==> src/rtl/dpram_fifo_pkg.sv <==
// dpram_fifo_pkg
// Shared constants for the DualPortRAM-backed FIFO: default entry and
// address widths, and the pointer width / depth derived from them.
// Pointers carry one extra wrap bit above the RAM address.
package dpram_fifo_pkg;

  localparam int DATA_WIDTH_DEF = 8;
  localparam int ADDR_WIDTH_DEF = 2;
  localparam int PTR_WIDTH_DEF  = ADDR_WIDTH_DEF + 1;
  localparam int DEPTH_DEF      = 2 ** ADDR_WIDTH_DEF;

endpackage

==> src/rtl/dpram_fifo_ctrl.sv <==
// dpram_fifo_ctrl
// Pointer and flag controller that turns a two-port RAM (registered read
// address, plain write port) into a synchronous FIFO.
//
// Configuration macro: FIFO_ERR_FLAGS_EN adds sticky overflow/underflow
// outputs; without it refused requests are silently ignored.
//
// Ports
//   clk, reset            clock, async active-high reset
//   wr_req, wr_data       producer push request / data
//   rd_req                consumer pop request
//   rd_data, rd_valid     popped data, valid one cycle after an accepted pop
//   full, empty, count    occupancy, derived from registered pointers only
//   ram_wr_ena/addr/data  RAM write port
//   ram_re_addr           RAM read address (RAM registers it)
//   ram_data_read         RAM read data
//   overflow, underflow   sticky error flags (FIFO_ERR_FLAGS_EN only)
module dpram_fifo_ctrl
  import dpram_fifo_pkg::*;
#(
  parameter int Data_Width = DATA_WIDTH_DEF,
  parameter int Addr_Width = ADDR_WIDTH_DEF
) (
  input  logic                  clk,
  input  logic                  reset,
  input  logic                  wr_req,
  input  logic [Data_Width-1:0] wr_data,
  input  logic                  rd_req,
  output logic [Data_Width-1:0] rd_data,
  output logic                  rd_valid,
  output logic                  full,
  output logic                  empty,
  output logic [Addr_Width:0]   count,
  output logic                  ram_wr_ena,
  output logic [Addr_Width-1:0] ram_wr_addr,
  output logic [Data_Width-1:0] ram_data_write,
  output logic [Addr_Width-1:0] ram_re_addr,
  input  logic [Data_Width-1:0] ram_data_read
`ifdef FIFO_ERR_FLAGS_EN
  ,
  output logic                  overflow,
  output logic                  underflow
`endif
);

  localparam int PtrW = Addr_Width + 1;
  localparam logic [PtrW-1:0] PtrOne = {{(PtrW-1){1'b0}}, 1'b1};

  logic [PtrW-1:0] wptr_q, wptr_d;
  logic [PtrW-1:0] rptr_q, rptr_d;
  logic            rd_valid_q;
  logic            wr_acc, rd_acc;

  // Flags come from pre-edge pointer state only; a same-cycle pop never
  // frees room for a push, and a same-cycle push never feeds a pop.
  assign full  = (wptr_q[Addr_Width] != rptr_q[Addr_Width]) &&
                 (wptr_q[Addr_Width-1:0] == rptr_q[Addr_Width-1:0]);
  assign empty = (wptr_q == rptr_q);
  assign count = wptr_q - rptr_q;

  assign wr_acc = wr_req & ~full;
  assign rd_acc = rd_req & ~empty;

  assign wptr_d = wr_acc ? (wptr_q + PtrOne) : wptr_q;
  assign rptr_d = rd_acc ? (rptr_q + PtrOne) : rptr_q;

  assign ram_wr_ena     = wr_acc;
  assign ram_wr_addr    = wptr_q[Addr_Width-1:0];
  assign ram_data_write = wr_data;
  // Presented every cycle: the RAM latches it at the pop edge, so the
  // popped entry appears on ram_data_read in the following cycle.
  assign ram_re_addr    = rptr_q[Addr_Width-1:0];

  assign rd_data  = ram_data_read;
  assign rd_valid = rd_valid_q;

  always_ff @(posedge clk or posedge reset) begin
    if (reset) begin
      wptr_q     <= '0;
      rptr_q     <= '0;
      rd_valid_q <= 1'b0;
    end else begin
      wptr_q     <= wptr_d;
      rptr_q     <= rptr_d;
      rd_valid_q <= rd_acc;
    end
  end

`ifdef FIFO_ERR_FLAGS_EN
  logic overflow_q, underflow_q;

  always_ff @(posedge clk or posedge reset) begin
    if (reset) begin
      overflow_q  <= 1'b0;
      underflow_q <= 1'b0;
    end else begin
      overflow_q  <= overflow_q  | (wr_req & full);
      underflow_q <= underflow_q | (rd_req & empty);
    end
  end

  assign overflow  = overflow_q;
  assign underflow = underflow_q;
`endif

endmodule
==> config.mk <==
export PLATFORM = sky130hd
export DESIGN_NAME = dpram_fifo_ctrl
export DESIGN_NICKNAME = d
export VERILOG_FILES = /design/src/rtl/dpram_fifo_pkg.sv /design/src/rtl/dpram_fifo_ctrl.sv
export SDC_FILE = /design/constraint.sdc
export NUM_CORES = 1
export LEC_CHECK = 0
export CAP_MARGIN = 15
export CORE_AREA = 2 2 45 47
export DETAILED_ROUTE_END_ITERATION = 8
export DIE_AREA = 0 0 47 49
export PLACE_DENSITY = 0.83
export SLEW_MARGIN = 20
export SYNTH_ARGS = -nofsm -noshare
export SYNTH_HDL_FRONTEND = slang
export SYNTH_SLANG_ARGS = --single-unit
==> constraint.sdc <==
create_clock -name clk -period 3.9 [get_ports clk]
set_clock_uncertainty 0.05 [all_clocks]
set_input_delay 1.17 -clock clk [delete_from_list [all_inputs] [get_ports clk]]
set_output_delay 1.17 -clock clk [all_outputs]
set_load 0.005 [all_outputs]
==> metrics.md, run 1 <==
| Metric | Value |
|---|---|
| Outcome | complete, no violations |
| Final setup vio count | 0 |
| Post-synthesis register bit count | 7 |
| Global-route usage over all layers | 0.0895 |
| Family with the most delay on the worst path | buffers and inverters |
| DR pass1 iterations | 4 |
| Crit-path slowest cell | clkdlybuf4s50_1 |
| Worst-path clk slew | 0.05 ns |
| Cells after Synth | 61 |
| DRT antenna net count | 0 |
| H-tree depth | 1 |
| R2R setup slack | 2.22 ns |
| Crit end category | output port |
| Clock Power Share | 0.095 |
| Crit Path Max Fanout | 3 |
| Worst Path Arrival | 2.31 ns |
| Worst Reg-to-Reg Cells | 5 |
| Residual DRC count | 0 |
| Fraction of layout cells with a size suffix above 1 | 0.119 |
| Hold crit path type | flop to flop |
| Reg area | 175 um^2 |
| VDD IR max | 0.000336 V |
| WP buf/inv | 3 |
| Rel. slew slack | 0.765 |
| Slowest stage delay, CP | 0.50 ns |
| Iter 0 DRT Violations | 1 |
| Sw power | 240 uW |
| M1 WL | 328 um |
| WL per Instance | 10.4 um |
| Setup TNS | 0 ns |
| Core area | 0.00184 mm^2 |
| Max Cap Viol | 0 |
| Syn_area_per_cell | 9.48 um^2 |
| CTS root buf | clkbuf_4 |
| Multi-input logic area | 219 um^2 |
| CTS tree | done |
| Minimum clock period after layout | 3.53 ns |
| Logic pwr share | 0.665 |
| Skew-Pair Late Insertion Delay | 0.24 ns |
| Clock buffer depth | 2 |
| Cell-by-cell trace of the critical path | clkdlybuf4s50_1 > o21ai_2 > inv_1 > clkdlybuf4s50_1 |
| First-pass GRT wire length | 1480 um |
| WHS Path Cells | 1 |
| Synth Cell Area | 578 um^2 |
| Cell Pwr Density | 1050 mW/mm^2 |
| Yosys warns | 0 |
| RSZ-0062 raised after global routing | no |
| Most used cell along the critical path | clkdlybuf4s50_1 |
| Syn_nets | 86 |
| Worst reg2reg path endpoint | rptr_q[1] |
| Required time of the critical path | 2.68 ns |
| WHS | 0.490 ns |
| Switch share | 0.364 |
| GRT overflow | 0 |
| GP Congestion | 0.729 |
| Top routing layer in use | met3 |
| Crit path launch type | primary input |
| Clk sink count | 7 |
| Setup repair bufs after CTS | 0 |
| Largest net degree at the start of global routing | 8 |
| Fmax | 283 MHz |
| Vias in the first global route | 352 |
| Cell variety after synth | 15 |
| WL met2 | 460 um |
| Die X | 47 um |
| # rows | 16 |
| Initial core utilization | 0.314 |
| Chip Height | 49 um |
| Max Slew Vio Count | 0 |
| Sequential Power Share | 0.240 |
| Static Leak | 0.000304 uW |
| Number of inserted diodes | 0 |
| Area Overhead vs Synth | 8.66% |
| Post-Route WL | 895 um |
| Internal | 420 uW |
| Die area | 0.00230 mm^2 |
| Initial antenna violation count | 0 |
| HP Start | rptr_q[0] |
| Hold-fix buffers, CTS | 0 |
| I/O pin count | 47 |
| Final hold violation count | 0 |
| CTS buffer count | 3 |
| R2R Path Start | wptr_q[0] |
| Least-Margin Pin Slew | 0.351 ns |
| Total number of vias | 330 |
| Layout Nets | 85 |
| Crit Path Category | primary input to output port |
| Dpl hpwl | 734 um |
| # resized after CTS | 0 |
| Final period utilization | 0.906 |
| # fillers | 204 |
| Worst Hold End | rptr_q[0] |
| Port-buffer cells | 14 |
| Routed vias/inst | 3.84 |
| DR WL met3 | 107 um |
| Sequential-to-total area share from yosys stat | 0.303 |
[cells in the mapped netlist]
| cell | n | share of area |
|---|---|---|
| buf_4 | 20 | 0.26 |
| inv_1 | 9 | 0.058 |
| dfrtp_1 | 7 | 0.30 |
| nand2_1 | 5 | 0.032 |
| ha_1 | 4 | 0.087 |
| xnor2_1 | 4 | 0.061 |
| mux2_4 | 2 | 0.052 |
| nor2_1 | 2 | 0.013 |
| o21ai_2 | 2 | 0.030 |
| fa_1 | 1 | 0.035 |
| mux2_1 | 1 | 0.019 |
| mux2i_1 | 1 | 0.017 |
| o21ai_0 | 1 | 0.0086 |
| o21ai_1 | 1 | 0.0086 |
| xor2_1 | 1 | 0.015 |
[state kept, by name (all words and copies together), names as in the netlist]
name	count
rd_valid	1
rptr_q	3
wptr_q	3
[power by group through the flow]
stage	Combinational, uW	Sequential, uW	Clock, uW
2_1_floorplan	275	150	0
3_3_place_gp	432	158	0
3_5_place_dp	447	160	0
4_1_cts	450	160	64.5
5_1_grt	494	167	68.6
6_report	439	158	62.8
[per-stage QoR]
stage	area, um^2	utilization	worst slack, ns	std cells	total power (uW)
after floorplan	578	-	1.37	61	424
after global routing	628	0.341	0.324	86	730
after global placement	602	0.327	0.383	82	591
after CTS	628	0.341	0.360	86	674
final	628	0.341	0.366	86	660
after detailed placement	602	0.327	0.360	82	607
[layout make-up]
type	count	share of cell area
multi-input cells	25	0.349
flip-flops and latches	7	0.279
repair buffers	14	0.223
inverters	9	0.0538
well taps	27	0.0538
clock buffers	4	0.0418
[layout by cell type (no fill, tap or decap), types with 2 or more instances in the layout]
cell type / count
nand2_1: 5
ha_1: 4
xnor2_1: 4
clkbuf_4: 3
o21ai_2: 2
nor2_1: 2
mux2_4: 2
inv_1: 9
dfrtp_1: 7
clkdlybuf4s50_1: 14
[kinds of logic after synthesis]
kind of cell	after synthesis	synth area share
compound gates	4	0.0476
mux	4	0.0887
simple gates	7	0.0455
buf+inv	29	0.318
fa+ha+maj	5	0.121
xor+xnor	5	0.0758
flops	7	0.303
[layer usage]
metal | vias up | global-route usage
met1 | 155 | 0.0984
li1 | 161 | -
met3 | 0 | 0.0593
met4 | 0 | 0.0139
met5 | - | 0
met2 | 14 | 0.144
[worst max-delay path by stage]
stage,slack [ns],to,from,cells after the start
after floorplan,1.37,ram_wr_ena,wr_req,2
after global placement,0.38,ram_wr_ena,wr_req,4
after detailed placement,0.36,ram_wr_ena,wr_req,4
after CTS,0.36,ram_wr_ena,wr_req,4
after global routing,0.32,ram_wr_ena,wr_req,4
final,0.37,ram_wr_ena,wr_req,4
No activity file was read; power rests on OpenSTA's default activity.
==> run 2, diff against run 1 <==
--- a/config.mk
+++ b/config.mk
@@ -10,6 +10,7 @@
 export DETAILED_ROUTE_END_ITERATION = 8
 export DIE_AREA = 0 0 47 49
 export PLACE_DENSITY = 0.83
+export SKIP_LAST_GASP = 1
 export SLEW_MARGIN = 20
 export SYNTH_ARGS = -nofsm -noshare
 export SYNTH_HDL_FRONTEND = slang
==> results of run 2 <==
The final DEF is identical to that of run 1; final timing and power are the same.
